**src/rtl/result_printer_pkg.sv**
```systemverilog
// Shared definitions for the RPN calculator result printer: ASCII codes,
// decimal place table and the state encodings of both FSMs.
package result_printer_pkg;

    localparam logic [7:0] ASCII_ZERO  = 8'h30;
    localparam logic [7:0] ASCII_MINUS = 8'h2D;
    localparam logic [7:0] ASCII_CR    = 8'h0D;
    localparam logic [7:0] ASCII_LF    = 8'h0A;

    localparam int REM_W   = 17;
    localparam int LAST_P  = 4;

    typedef enum logic [2:0] {
        ST_IDLE,
        ST_SIGN,
        ST_CONV,
        ST_SEND,
        ST_WAIT
    } state_t;

    typedef enum logic [1:0] {
        TX_IDLE,
        TX_START,
        TX_DATA,
        TX_STOP
    } tx_state_t;

    // Powers of ten, most significant place first.
    function automatic logic [REM_W-1:0] pow10(input logic [2:0] p);
        logic [REM_W-1:0] v;
        case (p)
            3'd0:    v = 17'd10000;
            3'd1:    v = 17'd1000;
            3'd2:    v = 17'd100;
            3'd3:    v = 17'd10;
            default: v = 17'd1;
        endcase
        return v;
    endfunction

endpackage

```
**src/rtl/result_printer_uart_tx.sv**
```systemverilog
// Generic 8N1 UART transmitter (the uart_tx block), LSB first.
// Accepts a byte on tx_start while idle and pulses tx_done on the last
// cycle of the stop bit so a sender can chain the next byte without a gap.
module result_printer_uart_tx
    import result_printer_pkg::*;
#(
    parameter int CLKS_PER_BIT = 434
) (
    input  logic       clk,
    input  logic       rst,
    input  logic       tx_start,
    input  logic [7:0] tx_data,
    output logic       tx_out,
    output logic       tx_busy,
    output logic       tx_done
);

    localparam int CNT_W = $clog2(CLKS_PER_BIT + 1);

    tx_state_t        r_state;
    tx_state_t        w_state_nxt;
    logic [CNT_W-1:0] r_clk_cnt;
    logic [CNT_W-1:0] w_clk_cnt_nxt;
    logic [2:0]       r_bit_idx;
    logic [2:0]       w_bit_idx_nxt;
    logic [7:0]       r_shift;
    logic [7:0]       w_shift_nxt;
    logic             r_tx_out;
    logic             w_tx_out_nxt;
    logic             w_last_clk;

    assign w_last_clk = (r_clk_cnt == CNT_W'(CLKS_PER_BIT - 1));
    assign tx_out     = r_tx_out;
    assign tx_busy    = (r_state != TX_IDLE);
    assign tx_done    = (r_state == TX_STOP) && w_last_clk;

    // Control state; reset drives the line high at once, mid-frame or not.
    always_ff @(posedge clk or posedge rst) begin
        if (rst) begin
            r_state   <= TX_IDLE;
            r_clk_cnt <= '0;
            r_bit_idx <= '0;
            r_tx_out  <= 1'b1;
        end else begin
            r_state   <= w_state_nxt;
            r_clk_cnt <= w_clk_cnt_nxt;
            r_bit_idx <= w_bit_idx_nxt;
            r_tx_out  <= w_tx_out_nxt;
        end
    end

    // Data shift register needs no reset; it is loaded before every frame.
    always_ff @(posedge clk) begin
        r_shift <= w_shift_nxt;
    end

    // Bit sequencing: start, eight data bits, stop, each CLKS_PER_BIT long.
    always_comb begin
        w_state_nxt   = r_state;
        w_clk_cnt_nxt = r_clk_cnt;
        w_bit_idx_nxt = r_bit_idx;
        w_shift_nxt   = r_shift;
        w_tx_out_nxt  = r_tx_out;
        case (r_state)
            TX_IDLE: begin
                w_tx_out_nxt  = 1'b1;
                w_clk_cnt_nxt = '0;
                if (tx_start) begin
                    w_state_nxt   = TX_START;
                    w_tx_out_nxt  = 1'b0;
                    w_shift_nxt   = tx_data;
                    w_bit_idx_nxt = '0;
                end
            end
            TX_START: begin
                if (w_last_clk) begin
                    w_clk_cnt_nxt = '0;
                    w_state_nxt   = TX_DATA;
                    w_tx_out_nxt  = r_shift[0];
                end else begin
                    w_clk_cnt_nxt = r_clk_cnt + 1'b1;
                end
            end
            TX_DATA: begin
                if (w_last_clk) begin
                    w_clk_cnt_nxt = '0;
                    if (r_bit_idx == 3'd7) begin
                        w_state_nxt  = TX_STOP;
                        w_tx_out_nxt = 1'b1;
                    end else begin
                        w_bit_idx_nxt = r_bit_idx + 3'd1;
                        w_shift_nxt   = {1'b0, r_shift[7:1]};
                        w_tx_out_nxt  = r_shift[1];
                    end
                end else begin
                    w_clk_cnt_nxt = r_clk_cnt + 1'b1;
                end
            end
            TX_STOP: begin
                if (w_last_clk) begin
                    w_clk_cnt_nxt = '0;
                    w_state_nxt   = TX_IDLE;
                    w_tx_out_nxt  = 1'b1;
                end else begin
                    w_clk_cnt_nxt = r_clk_cnt + 1'b1;
                end
            end
            default: begin
                w_state_nxt   = TX_IDLE;
                w_clk_cnt_nxt = '0;
                w_tx_out_nxt  = 1'b1;
            end
        endcase
    end

endmodule

```
**src/rtl/result_printer.sv**
```systemverilog
// RPN calculator result printer: converts a 16-bit result to decimal ASCII
// by repeated subtraction of powers of ten and sends it, followed by CR LF,
// through the UART transmitter. One result is printed per line.
module result_printer
    import result_printer_pkg::*;
#(
    parameter int CLKS_PER_BIT = 434,
    parameter bit SIGNED       = 1'b0
) (
    input  logic        clk,
    input  logic        rst,
    input  logic        num_valid,
    input  logic [15:0] num,
    output logic        ready,
    output logic        tx_out
);

    state_t           r_state;
    state_t           w_state_nxt;
    logic [REM_W-1:0] r_rem;
    logic [REM_W-1:0] w_rem_nxt;
    logic [2:0]       r_p;
    logic [2:0]       w_p_nxt;
    logic [3:0]       r_d;
    logic [3:0]       w_d_nxt;
    logic             r_started;
    logic             w_started_nxt;
    logic [1:0]       r_sfx;
    logic [1:0]       w_sfx_nxt;
    logic             r_sign_sent;
    logic             w_sign_sent_nxt;
    logic [7:0]       r_byte;
    logic [7:0]       w_byte_nxt;

    logic             w_neg;
    logic [REM_W-1:0] w_mag;
    logic [REM_W-1:0] w_pow;
    logic             w_tx_start;
    logic             w_tx_busy;
    logic             w_tx_done;

    // Magnitude in 17 bits so that 0x8000 negates to 32768 without overflow.
    assign w_neg = SIGNED && num[15];
    assign w_mag = w_neg ? ({1'b0, ~num} + 17'd1) : {1'b0, num};
    assign w_pow = pow10(r_p);

    assign ready      = (r_state == ST_IDLE);
    assign w_tx_start = (r_state == ST_SEND) && !w_tx_busy;

    result_printer_uart_tx #(
        .CLKS_PER_BIT (CLKS_PER_BIT)
    ) u_uart_tx (
        .clk      (clk),
        .rst      (rst),
        .tx_start (w_tx_start),
        .tx_data  (r_byte),
        .tx_out   (tx_out),
        .tx_busy  (w_tx_busy),
        .tx_done  (w_tx_done)
    );

    // State and conversion counters.
    always_ff @(posedge clk or posedge rst) begin
        if (rst) begin
            r_state     <= ST_IDLE;
            r_rem       <= '0;
            r_p         <= '0;
            r_d         <= '0;
            r_started   <= 1'b0;
            r_sfx       <= '0;
            r_sign_sent <= 1'b0;
        end else begin
            r_state     <= w_state_nxt;
            r_rem       <= w_rem_nxt;
            r_p         <= w_p_nxt;
            r_d         <= w_d_nxt;
            r_started   <= w_started_nxt;
            r_sfx       <= w_sfx_nxt;
            r_sign_sent <= w_sign_sent_nxt;
        end
    end

    // Outgoing byte; always written before SEND so it carries no reset.
    always_ff @(posedge clk) begin
        r_byte <= w_byte_nxt;
    end

    // Conversion and byte sequencing: sign, digits, CR, LF.
    always_comb begin
        w_state_nxt     = r_state;
        w_rem_nxt       = r_rem;
        w_p_nxt         = r_p;
        w_d_nxt         = r_d;
        w_started_nxt   = r_started;
        w_sfx_nxt       = r_sfx;
        w_sign_sent_nxt = r_sign_sent;
        w_byte_nxt      = r_byte;
        case (r_state)
            ST_IDLE: begin
                if (num_valid) begin
                    w_rem_nxt       = w_mag;
                    w_p_nxt         = '0;
                    w_d_nxt         = '0;
                    w_started_nxt   = 1'b0;
                    w_sfx_nxt       = '0;
                    w_sign_sent_nxt = 1'b0;
                    w_state_nxt     = w_neg ? ST_SIGN : ST_CONV;
                end
            end
            ST_SIGN: begin
                w_byte_nxt      = ASCII_MINUS;
                w_sign_sent_nxt = 1'b1;
                w_state_nxt     = ST_SEND;
            end
            ST_CONV: begin
                if (r_rem >= w_pow) begin
                    w_rem_nxt = r_rem - w_pow;
                    w_d_nxt   = r_d + 4'd1;
                end else if ((r_d != 4'd0) || r_started || (r_p == 3'(LAST_P))) begin
                    // Units place is always printed so zero shows as "0".
                    w_byte_nxt    = ASCII_ZERO + {4'b0000, r_d};
                    w_started_nxt = 1'b1;
                    w_state_nxt   = ST_SEND;
                end else begin
                    w_p_nxt = r_p + 3'd1;
                    w_d_nxt = '0;
                end
            end
            ST_SEND: begin
                if (!w_tx_busy) begin
                    w_state_nxt = ST_WAIT;
                end
            end
            ST_WAIT: begin
                if (w_tx_done) begin
                    if (r_sign_sent) begin
                        w_sign_sent_nxt = 1'b0;
                        w_state_nxt     = ST_CONV;
                    end else if ((r_sfx == 2'd0) && (r_p < 3'(LAST_P))) begin
                        w_p_nxt     = r_p + 3'd1;
                        w_d_nxt     = '0;
                        w_state_nxt = ST_CONV;
                    end else if (r_sfx == 2'd0) begin
                        w_byte_nxt  = ASCII_CR;
                        w_sfx_nxt   = 2'd1;
                        w_state_nxt = ST_SEND;
                    end else if (r_sfx == 2'd1) begin
                        w_byte_nxt  = ASCII_LF;
                        w_sfx_nxt   = 2'd2;
                        w_state_nxt = ST_SEND;
                    end else begin
                        w_state_nxt = ST_IDLE;
                    end
                end
            end
            default: begin
                w_state_nxt = ST_IDLE;
            end
        endcase
    end

endmodule

```
**config.mk**
```make
export PLATFORM = sky130hd
export DESIGN_NAME = result_printer
export DESIGN_NICKNAME = d
export VERILOG_FILES = /design/src/rtl/result_printer_pkg.sv /design/src/rtl/result_printer_uart_tx.sv /design/src/rtl/result_printer.sv
export SDC_FILE = /design/constraint.sdc
export NUM_CORES = 1
export LEC_CHECK = 0
export CAP_MARGIN = 20
export CORE_MARGIN = 1
export CORE_UTILIZATION = 55
export DETAILED_ROUTE_END_ITERATION = 7
export PLACE_DENSITY = 0.7
export SLEW_MARGIN = 20
export SYNTH_ARGS = -nofsm -noshare
export SYNTH_HDL_FRONTEND = slang
export SYNTH_SLANG_ARGS = --single-unit
```
**constraint.sdc**
```tcl
create_clock -name clk -period 4.2 [get_ports clk]
set_clock_uncertainty 0.05 [all_clocks]
set_input_delay 0.63 -clock clk [delete_from_list [all_inputs] [get_ports clk]]
set_output_delay 0.63 -clock clk [all_outputs]
set_load 0.01 [all_outputs]
```
[Word-level counts from Yosys, hierarchy flattened]
Cells that the tools add are included.
Storage, ports and cells
  output and inout bits: 2
  latch bits: 0
  flip-flop bits (word level): 62
  memories: 0
  bits of input ports: 19
  ROM bits: 0
  RAM bits: 0
Operators by class
  shifts and indexed selects: 0
  $lt $le $gt $ge: 2
  multipliers: 0
  div/mod/pow operators: 0
  bitwise logic cells: 0
  equality and inequality tests: 32
  multiplexer cells: 71
  add/sub/neg operators: 6
  reductions and logical operators: 30
Operator list (count)
  8-bit 2-to-1 mux: 10
  14-bit one-hot mux with 4 select lines: 1
  3-bit 2-to-1 mux: 14
  17-bit 2-to-1 mux: 2
  17-bit one-hot mux with 2 select lines: 1
  2-bit 2-to-1 mux: 15
  4-bit 2-to-1 mux: 6
  8-bit one-hot mux with 3 select lines: 1
  2-bit inequality test (second input constant): 10
  9-bit one-hot mux with 2 select lines: 1
  17-bit >= comparator: 1
  17-bit subtractor: 1
  8-bit one-hot mux with 2 select lines: 1
  3-bit one-hot mux with 5 select lines: 1
  7-bit AND reduction: 2
  3-bit by 2-bit == test with 1-bit output (second input constant): 4
  2-bit by 1-bit inequality test with 1-bit output (second input constant): 6
  4-bit one-hot mux with 3 select lines: 1
  6-bit AND reduction: 2
  5-bit AND reduction: 2
  9-bit by 1-bit adder with 9-bit output (second input constant): 1
  3-bit == test (second input constant): 3
  9-bit == test (second input constant): 1
  1-bit 2-to-1 mux: 9
  other kinds (27): 45

[Depth between registers and ports, before layout]
Gate-level depths: netlist of run 1.
  depth after elaboration: 7
  depth in mapped cells: 12
  depth with buffers taken out: 12

[Hierarchy]
From an unflattened synthesis of run 1, not the netlist that was laid out.
Second synthesis, totals
  cell total of the unflattened synthesis: 427
  area total of the unflattened synthesis: 4082.7 µm²
By module, submodules not included
  result_printer: instances 1, cells an instance 308, area each 2743.9 µm²
  result_printer_uart_tx: instances 1, cells an instance 119, area each 1338.8 µm²

[Worst setup path before layout of run 1]
OpenSTA, ideal clock, no wires.
  path kind: register to register
  start: reg r_p[0]
  end: reg r_byte[0], enable pin
  setup time: 0.381 ns
  buffers on the path: 1
  stages on the path, launching flop included: 12
  arrival time: 2.876 ns
  setup slack: 0.893 ns
  data required time: 3.769 ns
  cell sequence: dfrtp_1 -> inv_1 -> ha_1 -> nand2_1 -> ha_1 -> buf_6 -> a2111o_1 -> a211oi_4 -> o211ai_4 -> nor2_1 -> nand4b_1 -> a221oi_1
On the way
  longest elaborated chain between the ends: 5
RTL lines
  start: declaration: RTL line result_printer.sv:22  | logic [2:0] r_p;
  start signal: assignment: RTL line result_printer.sv:75  | r_p <= w_p_nxt;
  3-bit by 2-bit == test with 1-bit output (tied with other cells): RTL line result_printer_pkg.sv:31  | case (p)
  14-bit one-hot mux with 4 select lines: RTL line result_printer_pkg.sv:31
  17-bit >= comparator: RTL line result_printer.sv:116  | if (r_rem >= w_pow) begin
  2-bit inequality test (no line)
  7-bit AND reduction (no line) *
  end signal: assignment: RTL line result_printer.sv:85  | r_byte <= w_byte_nxt;
  end: declaration: RTL line result_printer.sv:32  | logic [7:0] r_byte;
Mark *: on every way between the ends. The rest lies on a longest branch, timed or not.
A chain may end at the register's enable or synchronous reset.

[Worst setup path after layout of run 1]
  start: reg r_p[0]
  end: reg r_rem[15]
On the way
  longest elaborated chain between the ends: 5
RTL lines
  3-bit by 2-bit == test with 1-bit output (tied with other cells): RTL line result_printer_pkg.sv:31
  14-bit one-hot mux with 4 select lines *: RTL line result_printer_pkg.sv:31
  17-bit subtractor / 17-bit >= comparator (equally long branches): RTL line result_printer.sv:117, result_printer.sv:116
  17-bit 2-to-1 mux / 2-bit inequality test (equally long branches)
  17-bit one-hot mux with 2 select lines / 3-bit AND reduction (equally long branches)
  end signal: assignment: RTL line result_printer.sv:74  | r_rem <= w_rem_nxt;
  end: declaration: RTL line result_printer.sv:20  | logic [REM_W-1:0] r_rem;
Mark *: on every way between the ends. The rest lies on a longest branch, timed or not. The select of a mux whose other input is x is not followed.

==> results of run 1 <==
==> area by class of cell <==
type                    instances  area share
repair buffers                 23      0.0524
inverters                      24      0.0215
clock buffers                  10      0.0300
well taps                      77      0.0227
flip-flops and latches         58       0.356
multi-input cells             303       0.499
clock inverters                 6      0.0191
==> power by group through the flow <==
stage,Clock (mW),Combinational [mW],Sequential [mW]
after floorplan,0,1.97,0.983
after global placement,0,2.32,1.03
after detailed placement,0,2.36,1.04
after CTS,0.572,2.38,1.03
after global routing,0.594,2.68,1.06
final,0.561,2.38,1.03
==> through the flow <==
step,hold WS [ns],instances,total power [mW],area (um2)
final,0.446,501,3.97,4250
after global routing,0.477,501,4.33,4250
after CTS,0.451,501,3.98,4250
after detailed placement,0.427,485,3.40,4040
after global placement,0.418,485,3.35,4040
after floorplan,0.403,401,2.96,3800
==> flip-flops by register name (all words and copies together), names as in the netlist, 2 cells and up <==
register	flops
r_p	3
r_d	4
u_uart_tx.r_bit_idx	3
r_byte	6
u_uart_tx.r_state	2
r_rem	17
u_uart_tx.r_shift	6
u_uart_tx.r_clk_cnt	9
r_sfx	2
r_state	3
==> worst paths after layout <==
check                                         end  cells past startpoint                    from
max                                     r_rem[15]                     10                  r_p[0]
min                        u_uart_tx.r_clk_cnt[0]                      1  u_uart_tx.r_clk_cnt[0]
max reg2reg                             r_rem[15]                     10                  r_p[0]
min reg2reg                u_uart_tx.r_clk_cnt[0]                      1  u_uart_tx.r_clk_cnt[0]
max in group asynchronous  u_uart_tx.r_clk_cnt[5]                      2                     rst
min in group asynchronous                r_rem[4]                      2                     rst
==> per-layer routing <==
metal,GRT usage,wire length (um),part of all wire
met5,0,0,0
met4,0.119,218,0.028
met3,0.0418,296,0.038
met2,0.419,3850,0.49
met1,0.296,3520,0.45
==> synthesized netlist by cell type, types with 10 or more instances <==
| library cell | number | area, um2 |
|---|---|---|
| edfxtp_1 | 12 | 360 |
| nor3_1 | 11 | 55.1 |
| clkbuf_1 | 10 | 37.5 |
| nor2_1 | 29 | 109 |
| o21ai_0 | 33 | 165 |
| inv_1 | 23 | 86.3 |
| nand2_1 | 36 | 135 |
| mux2_2 | 10 | 113 |
| dfrtp_1 | 45 | 1130 |
| nand3_1 | 10 | 50.1 |
| a21oi_1 | 23 | 115 |
| ha_1 | 28 | 350 |
==> critical path: cells and delay by family, from the launching register on <==
kind | cells | cell delay (ns)
flip-flops | 1 | 0.43
AND/OR/NAND/NOR | 3 | 0.63
adder cells (fa/ha/maj) | 2 | 0.52
buffers and inverters | 1 | 0.08
AO/OA/AOI/OAI | 4 | 1.58
==> logic make-up (layout without fill, tap and decap cells) <==
group / count (synthesis) / in the layout / share of synthesized area
muxes: 15 / 15 / 0.0480
AOI/OAI and AO/OA: 116 / 116 / 0.211
buffers and inverters: 40 / 63 / 0.0444
xor gates and xnor gates: 11 / 11 / 0.0253
adders and majority gates: 29 / 29 / 0.0974
DFF: 58 / 58 / 0.398
and+or+nand+nor: 132 / 132 / 0.176
==> metrics.cfg, run 1 <==
[setup_path]
worstPathRequired_ns = 4.38
r2r_setup_slack_ns = 0.79
critPathKind = reg -> reg
cp_slowest_cell = a211oi_2
arrival_ns = 3.59
worstPathCellList = inv_1, ha_1, o21ai_0, ha_1, nand4_1, or2_2, a211oi_2, o21a_1, nor2_1, a211o_1
worst_setup_path_start_kind = flip-flop
cpPeakStageDelay_ns = 0.50
crit_path_max_fanout = 13
end_kind = flip-flop
crit_top_cell = ha_1

[yosys]
ys_types = 68
yosysSeqAreaShare = 0.398
synthArstFlopShare = 0.793
synthFlopType = dfrtp_1
ys_ff_latch = 58
synth_fp_nets = 449
synthesis.area_mm2 = 0.00380
synth.avg_cell_area_um2 = 9.48
yosys_warnings = 0
synth_edf_count = 12
synth_cells = 401

[power]
peakVddDrop_mv = 0.655
swShare = 0.437
seqPwrFrac = 0.259
internal_power_mw = 2.24
leakagePower_nw = 1.83
p_switching_mw = 1.74
combPwrFrac = 0.600
powerDensity_mw_per_mm2 = 934
power_frac_clock = 0.141

[global_routing]
grt.overflow.total = 0
grt_antenna_before_repair = 0
grt_pass1_vias = 2995
grt_max_degree = 47
grt_pass1_wl_um = 13700
track_usage = 0.243

[clock_network]
clk_pin_slew_ns = 0.07
cts_made_buffers = 9
cts_setup_buffers = 0
postCtsResizedCells = 0
clock_sinks = 58
htree_levels = 3
clockBufferDepth = 2
clk_latency_ns = 0.34
cts_tree = done
root_buffer = clkbuf_8
cts_hold_buf = 0

[sta]
period_share = 0.811
finalHoldViolations = 0
setup_viol = 0
worstMarginPinSlew_ns = 0.839
relSlewSlack = 0.440
maxClockFrequency_mhz = 294
setup_slack_ns = 0.794
period_needed_ns = 3.41
rsz0062_at_grt = no
finalMaxSlewViolations = 0
finalSetupTns_ns = 0

[route]
num_vias = 2970
drt_iter0_drc = 106
vias_per_cell = 5.93
wirelength_um = 7890
ant_nets = 0
drc = 0
first_pass_iters = 4
wl_per_cell_um = 15.7

[finish]
area_delta_synth_final_pct = 11.8
drive_above_1_share = 0.0991
fin_nets = 467
diodes = 0
n_fill_cell = 542
mostFrequentLayoutCells = 45 x dfrtp_1, 36 x nand2_1, 33 x o21ai_0, 29 x nor2_1, 28 x ha_1
final_common_cell = dfrtp_1
final_util = 0.655
regArea_mm2 = 0.00151
multi_input_area_mm2 = 0.00212

[floorplanning]
dieArea_mm2 = 0.00725
rows = 29
die_width_um = 85.1
io_pins = 21
core_mm2 = 0.00649
die_h_um = 85.1
initial_core_util = 0.585

[placed_design]
hpwl_um = 5590
gp_congestion = 0.915
place_ws_ns = 0.777
portBuffers = 20

[hold_path]
hold_class = reg -> reg

[flow_run]
cap_violations = 0

[outcome]
status = finished clean

Power figures use the tool's default switching activity.
==> inputs of run 2 (changes only) <==
--- a/config.mk
+++ b/config.mk
@@ -9,7 +9,7 @@
 export CORE_MARGIN = 1
 export CORE_UTILIZATION = 55
 export DETAILED_ROUTE_END_ITERATION = 7
-export PLACE_DENSITY = 0.7
+export PLACE_DENSITY = 0.73
 export SLEW_MARGIN = 20
 export SYNTH_ARGS = -nofsm -noshare
 export SYNTH_HDL_FRONTEND = slang
==> constraint.sdc (replaced) <==
create_clock -name clk -period 2.76 [get_ports clk]
set_clock_uncertainty 0.05 [all_clocks]
set_input_delay 0.414 -clock clk [delete_from_list [all_inputs] [get_ports clk]]
set_output_delay 0.414 -clock clk [all_outputs]
set_load 0.01 [all_outputs]
==> metrics.cfg, run 2 (synthesis gave the netlist of run 1 again) <==
[outcome]
status = finished, violations left
violations = setup timing

[finish]
fin_nets = 523
drive_above_1_share = 0.317
area_delta_synth_final_pct = 34.3
regArea_mm2 = 0.00151
largest_reg_flops = 17
mostFrequentLayoutCells = 49 x buf_4, 44 x dfrtp_1, 34 x nand2_1, 31 x o21ai_0, 25 x nor2_1
final_common_cell = buf_4
n_fill_cell = 399
fin_cells = 557
regMostFlops = r_rem
multi_input_area_mm2 = 0.00255
fin_area_mm2 = 0.00510
diodes = 0
top_regs = r_rem x17, u_uart_tx.r_clk_cnt x9

[setup_path]
end_kind = flip-flop
worst_setup_path_start_kind = flip-flop
worstPathRequired_ns = 2.97
crit_path_max_fanout = 5
critPathKind = reg -> reg
arrival_ns = 3.24

[global_routing]
grt_antenna_before_repair = 0
grt_pass1_vias = 3490
grt_pass1_wl_um = 16400
grt.overflow.total = 0
track_usage = 0.293
grt_max_degree = 47

[route]
wirelength_um = 10200
ant_nets = 0
wl_per_cell_um = 18.3
drt_iter0_drc = 217
vias_per_cell = 6.12
num_vias = 3407
first_pass_iters = 5
drc = 0

[sta]
relSlewSlack = 0.561
worstMarginPinSlew_ns = 0.658
finalMaxSlewViolations = 0
period_share = 1.10
maxClockFrequency_mhz = 330
setup_slack_ns = -0.272
finalHoldViolations = 0
setup_viol = 31
finalSetupTns_ns = -5.22
period_needed_ns = 3.03
rsz0062_at_grt = yes

[placed_design]
portBuffers = 20
hpwl_um = 6090
gp_congestion = 0.962
placed_area_mm2 = 0.00445
dp.cells = 527
place_ws_ns = -0.396

[floorplanning]
rows = 29
core_mm2 = 0.00649
dieArea_mm2 = 0.00725
die_h_um = 85.1
io_pins = 21
initial_core_util = 0.585
die_width_um = 85.1

[clock_network]
htree_levels = 3
cts_made_buffers = 9
cts_tree = done
clk_pin_slew_ns = 0.08
clk_latency_ns = 0.35
clockBufferDepth = 2
clock_sinks = 58
root_buffer = clkbuf_8
cts_hold_buf = 0

[hold_path]
hold_class = in -> async

[flow_run]
cap_violations = 0

## run 2: cell count changes in the layout (fill, tap and decap cells not counted), moves of 4 or more
cell,change
buf_4,+46
buf_6,+8
ha_1,-12
ha_4,+11
nor2_1,-4
## run 2: area by class of cell
class / count / area share
Clock inverter: 7 / 0.00882
Inverter: 24 / 0.0184
Timing Repair Buffer: 78 / 0.133
Sequential cell: 58 / 0.297
Multi-Input combinational cell: 304 / 0.500
Tap cell: 77 / 0.0189
Clock buffer: 9 / 0.0243
## run 2: metal layers
metal,wire length (um),track usage,vias to the layer above
met1,4200,0.345,1646
met2,5100,0.509,116
met5,0,0,-
met3,508,0.0564,34
li1,-,-,1611
met4,383,0.156,0
## run 2: path summary, 6_finish.rpt
kind	startpoint	to	slack, ns	cells past startpoint
setup reg to reg	r_p[0]	r_p[1]	-0.27	13
max in group asynchronous	rst	u_uart_tx.tx_out	2.02	3
min in group clk	u_uart_tx.r_bit_idx[1]	u_uart_tx.r_bit_idx[1]	0.44	2
hold / removal	rst	r_sfx[0]	0.36	3
hold reg to reg	u_uart_tx.r_bit_idx[1]	u_uart_tx.r_bit_idx[1]	0.44	2
setup / recovery	r_p[0]	r_p[1]	-0.27	13
## run 2: critical path, cell delays in order (launching register included)
cell and delay (ns):
dfrtp_2 0.47, ha_4 0.19, ha_4 0.16, a21oi_4 0.12
and3_4 0.21, ha_4 0.14, nand3_2 0.05, or4_4 0.55
o211ai_4 0.15, buf_6 0.16, nor3_4 0.04, buf_6 0.15
nand3b_1 0.24, o2bb2ai_2 0.23
## run 2: what timing repair did
item / 4_1_cts / 5_1_grt
buffers inserted: 12 / 2
endpoints found under the setup margin: 30 / 32
gates cloned: 1 / 0
pin swaps: 16 / 15
gates resized for setup: 46 / 26
## run 2: metrics by stage
| step | utilization | hold WS (ns) |
|---|---|---|
| 2_1_floorplan | - | 0.403 |
| 4_1_cts | 0.763 | 0.380 |
| 3_5_place_dp | 0.685 | 0.432 |
| 6_report | 0.786 | 0.360 |
| 5_1_grt | 0.786 | 0.403 |
| 3_3_place_gp | 0.685 | 0.417 |
Power of run 2 is not shown: default switching activity piles up to over one toggle a cycle in this logic, so the estimate is an artifact.
==> RTL change 1, RTL diff (flow settings as in run 2) <==
The parameter `SIGNED` goes from 1'b0 to 1'b1.
--- a/src/rtl/result_printer.sv
+++ b/src/rtl/result_printer.sv
@@ -5,7 +5,7 @@
     import result_printer_pkg::*;
 #(
     parameter int CLKS_PER_BIT = 434,
-    parameter bit SIGNED       = 1'b0
+    parameter bit SIGNED       = 1'b1
 ) (
     input  logic        clk,
     input  logic        rst,
Check against the original RTL: not equivalent (a bounded check fails within 4 cycles, from zero or initial values and one cycle with rst high).
==> RTL change 1 against run 2 <==
The run still ends with setup timing left; sequential cell count unchanged; sequential share of layout area decreased by 4.0 points; highest routed layer unchanged; design area increased by 16%; critical path type unchanged; wire length increased by 26%; setup slack improved by 0.049 ns; count of clock-buffer cells in the layout unchanged; die area increased by 11%; maximum frequency increased by 1.6%; synthesized area increased by 11%.
Power is left out: it rests on default switching activity, and per cell area and clock period it moved more than threefold.
==> RTL change 1: results (changes against run 2) <==
* Syn Area/Cell at 9.18 sq um (-3.2%)
* Routed wire length at 12.9 mm (+26%)
* Area contributors post-synth: dfrtp_1 27%, ha_1 8.6%, edfxtp_1 8.5%
* Share of cells above drive strength 1 at 35.4% (+3.7 points)
* Xor and xnor fraction of the mapped netlist area at 4.55% (+2.0 points)
* M1 WL at 5.19 mm (+24%)
* Port buffer count at 20 (unchanged)
* Vias in the first global route at 4160 (+19%)
* PnR worst setup slack at -0.223 ns (+0.0490 ns)
* Met1 Use GR at 36.9% (+2.4 points)
* EDFF count, synth at 12 (unchanged)
* Slowest-stage cell, CP: dfrtp_2
* # setup viols final at 31 (unchanged)
* Netlist cell types at 81 (+19%)
* CP peak stage delay at 0.46 ns (-0.09 ns)
* Hold WS at 0.445 ns (+0.0854 ns)
* FF-to-FF path depth at 12 (-1)
* Post-synth ARST share at 79.3% (unchanged)
* Metal2 WL at 6.38 mm (+25%)
* Initial drt markers at 235 (+8.3%)
* Syn_nets at 511 (+14%)
* GR Layer Usage met2 at 57.0% (+6.1 points)
* Failing checks: setup timing
* Critical path arrival at 3.20 ns (-0.04 ns)
* Worst min path class: register to register
* Sequential share of the synthesized area at 35.7% (-4.1 points)
* Post-cts resize count at 66 (+43%)
* Placed inst area at 0.00509 sq mm (+14%)
* Synth top cells by count: 45 x dfrtp_1, 41 x nor2_1, 39 x nand2_1, 31 x o21ai_0, 29 x ha_1
* Placed cell count at 630 (+20%)
* Routability Congestion at 0.930 (-3.3%)
* Slew headroom at 58.4% (+2.3 points)
* Worst R2R Start: r_p[1]
* Delay-heaviest family, CP: compound AO/OA/AOI/OAI gates
* Metal3 WL at 646 um (+27%)
* Largest fanout on the critical path at 4 (-1)
* Htree depth at 3 (unchanged)
* Post-synthesis mux area share at 3.60% (-1.2 points)
* Post-Route Setup TNS at -4.20 ns (+1.03 ns)
* Dpl ws at -0.263 ns (+0.133 ns)
* Adder-Cell Fraction of Synth Area at 9.03% (-0.71 points)
* HPWL Detailed at 8.21 mm (+35%)
* Latest clock arrival within the worst-skew pair at 0.35 ns (about the same)
* First-pass GRT wire length at 20.2 mm (+23%)
* Fill cells at 455 (+14%)
* Run status: finished, violations left
* Post-synthesis compound-gate area fraction at 22.5% (+1.4 points)
* Finished Cell Area at 0.00590 sq mm (+16%)
* GRT Total Usage at 31.9% (+2.5 points)
* Via density at 6.26 (+2.3%)
* # nets final at 606 (+16%)
* Final Non-Filler Cells at 661 (+19%)
==> RTL change 1: changes by cell type in the layout (fill, tap and decap cells not counted), moves of 6 or more <==
cell,change
xnor2_1,+6
buf_4,+21
nor2_1,+16
mux2_4,-6
a21oi_2,+6
o41ai_1,+6
a21oi_1,-10
buf_6,+6
==> RTL change 1: how the worst max path moves through the flow <==
stage	startpoint	end	slack (ns)	cells after the start
2_1_floorplan	r_p[2]	r_byte[0]	-0.03	10
3_3_place_gp	num[0]	r_rem[14]	-0.20	8
3_5_place_dp	r_p[1]	r_rem[14]	-0.26	11
4_1_cts	r_p[1]	r_rem[14]	-0.12	11
5_1_grt	r_p[1]	r_p[1]	-0.27	12
6_report	r_p[1]	r_p[1]	-0.22	12
==> RTL change 1: cell type report <==
type / count / area share [%]
Clock buffer: 9 / 2.10
Clock inverter: 7 / 2.12
Inverter: 25 / 1.65
Multi-Input combinational cell: 359 / 51.4
Sequential cell: 58 / 25.6
Tap cell: 99 / 2.10
Timing Repair Buffer: 104 / 15.0
==> RTL change 2, RTL diff (flow settings as in run 2) <==
Without the edit above. Re-encode `tx_state_t` (4 states) as Gray code, 2 bits wide.
--- a/src/rtl/result_printer_pkg.sv
+++ b/src/rtl/result_printer_pkg.sv
@@ -19,10 +19,10 @@
     } state_t;
 
     typedef enum logic [1:0] {
-        TX_IDLE,
-        TX_START,
-        TX_DATA,
-        TX_STOP
+        TX_IDLE  = 2'b00,
+        TX_START = 2'b01,
+        TX_DATA  = 2'b11,
+        TX_STOP  = 2'b10
     } tx_state_t;
 
     // Powers of ten, most significant place first.
Function: same outputs for any inputs over 10 cycles, from zero or initial values and one cycle with rst high; not proved beyond that.
==> RTL change 2 against run 2 <==
The flow still finishes with violations (setup timing); setup slack gained 0.15 ns; design area shrank 2.7%; synthesized area shrank 0.56%; sequential cell count is the same; wire length shrank 2.4%; via count shrank 0.73%; maximum frequency grew 5.1%; critical endpoint is now r_rem[10].
Power is left out: it rests on default switching activity, and per cell area and clock period it moved more than threefold.
==> RTL change 2: results (changes against run 2) <==
* Critical path arrival at 3.05 ns (-0.19 ns)
* Netlist cell types at 77 (+13%)
* PnR worst setup slack at -0.124 ns (+0.147 ns)
* Run status: finished, violations left
* Syn_nets at 428 (-4.7%)
* First-pass GRT wire length at 16.2 mm (-0.80%)
* Synth Instances at 385 (-4.0%)
* Via density at 6.17 (+0.90%)
* Sequential share of the synthesized area at 40.0% (+0.22 points)
* Routed wire length at 9.95 mm (-2.4%)
* Area contributors post-synth: dfrtp_1 30%, edfxtp_1 9.5%, ha_1 7.6%
* Routability Congestion at 0.912 (-5.1%)
* Final Non-Filler Cells at 548 (-1.6%)
* # nets final at 509 (-2.7%)
* Synth top cells by count: 45 x dfrtp_1, 33 x nor2_1, 26 x o21ai_0, 23 x ha_1, 23 x nand2_1
* Failing checks: setup timing
* Hold WS at 0.434 ns (+0.0746 ns)
* HPWL Detailed at 6.45 mm (+5.8%)
* Vias in the first global route at 3283 (-5.9%)
* # setup viols final at 23 (-26%)
* # diodes at 0 (unchanged)
* Post-Route Setup TNS at -1.45 ns (+3.78 ns)
* Placed cell count at 516 (-2.1%)
* Measured slew at the worst slew-check pin at 0.637 ns (-0.0213 ns)
* GRT Total Usage at 29.0% (-0.33 points)
* Share of cells above drive strength 1 at 31.8% (+0.18 points)
* Worst min path class: register to register
* Initial drt markers at 372 (+71%)
* FF-to-FF path depth at 12 (-1)
==> RTL change 2: worst paths after layout <==
path / start / to
max reg2reg: r_p[0] / r_rem[10]
max: r_p[0] / r_rem[10]
min reg2reg: u_uart_tx.r_bit_idx[0] / u_uart_tx.r_bit_idx[0]
min: u_uart_tx.r_bit_idx[0] / u_uart_tx.r_bit_idx[0]
max in group asynchronous: rst / r_p[0]
min in group asynchronous: rst / r_rem[15]
==> RTL change 2: metrics by stage <==
step	area, sq um	setup slack (ns)
2_1_floorplan	3820	0.0178
3_3_place_gp	4410	-0.165
3_5_place_dp	4410	-0.223
4_1_cts	4730	-0.0692
5_1_grt	4970	-0.206
6_report	4970	-0.124
==> RTL change 2: per-layer routing <==
layer  share of wire (%)  global-route usage (%)  up-vias
li1                    -                       -     1588
met1                  45                    40.6     1654
met2                  48                    45.5      122
met3                 5.3                    5.35       18
met4                 1.8                    10.2        0
met5                   0                       0        -
==> RTL change 2: area by class of cell <==
class	count	area [sq um]
inverters	23	92.6
clock inverters	6	57.6
multi-input cells	292	2390
flip-flops and latches	58	1510
well taps	77	96.3
fillers	417	1530
repair buffers	82	686
clock buffers	10	128
==> RTL change 2: kinds of logic after synthesis <==
family	Yosys count	share of synthesized area (%)
DFF	58	40.0
AOI/OAI and AO/OA	111	21.2
and+or+nand+nor	130	19.1
adders and majority gates	24	8.14
xor gates and xnor gates	10	2.32
muxes	17	5.39
buffers and inverters	35	3.81
==> RTL change 2: critical path, stage by stage, from the launching register on <==
cell and delay, ns:
dfrtp_2 0.46, ha_4 0.19, ha_4 0.16, a21oi_2 0.13, and3_4 0.21, ha_4 0.13
fa_2 0.24, nor2b_4 0.05, o31a_1 0.33, o31a_1 0.33, o2111a_1 0.24, o211ai_1 0.16
a2bb2oi_1 0.08
==> RTL change 2: repair_timing <==
| item | 4_1_cts | 5_1_grt |
|---|---|---|
| pin swaps | 12 | 22 |
| setup buffers | 7 | 9 |
| gates cloned | 0 | 0 |
| hold buffers | 0 | 0 |
| gates resized for setup | 22 | 28 |
| setup endpoints to repair | 32 | 32 |
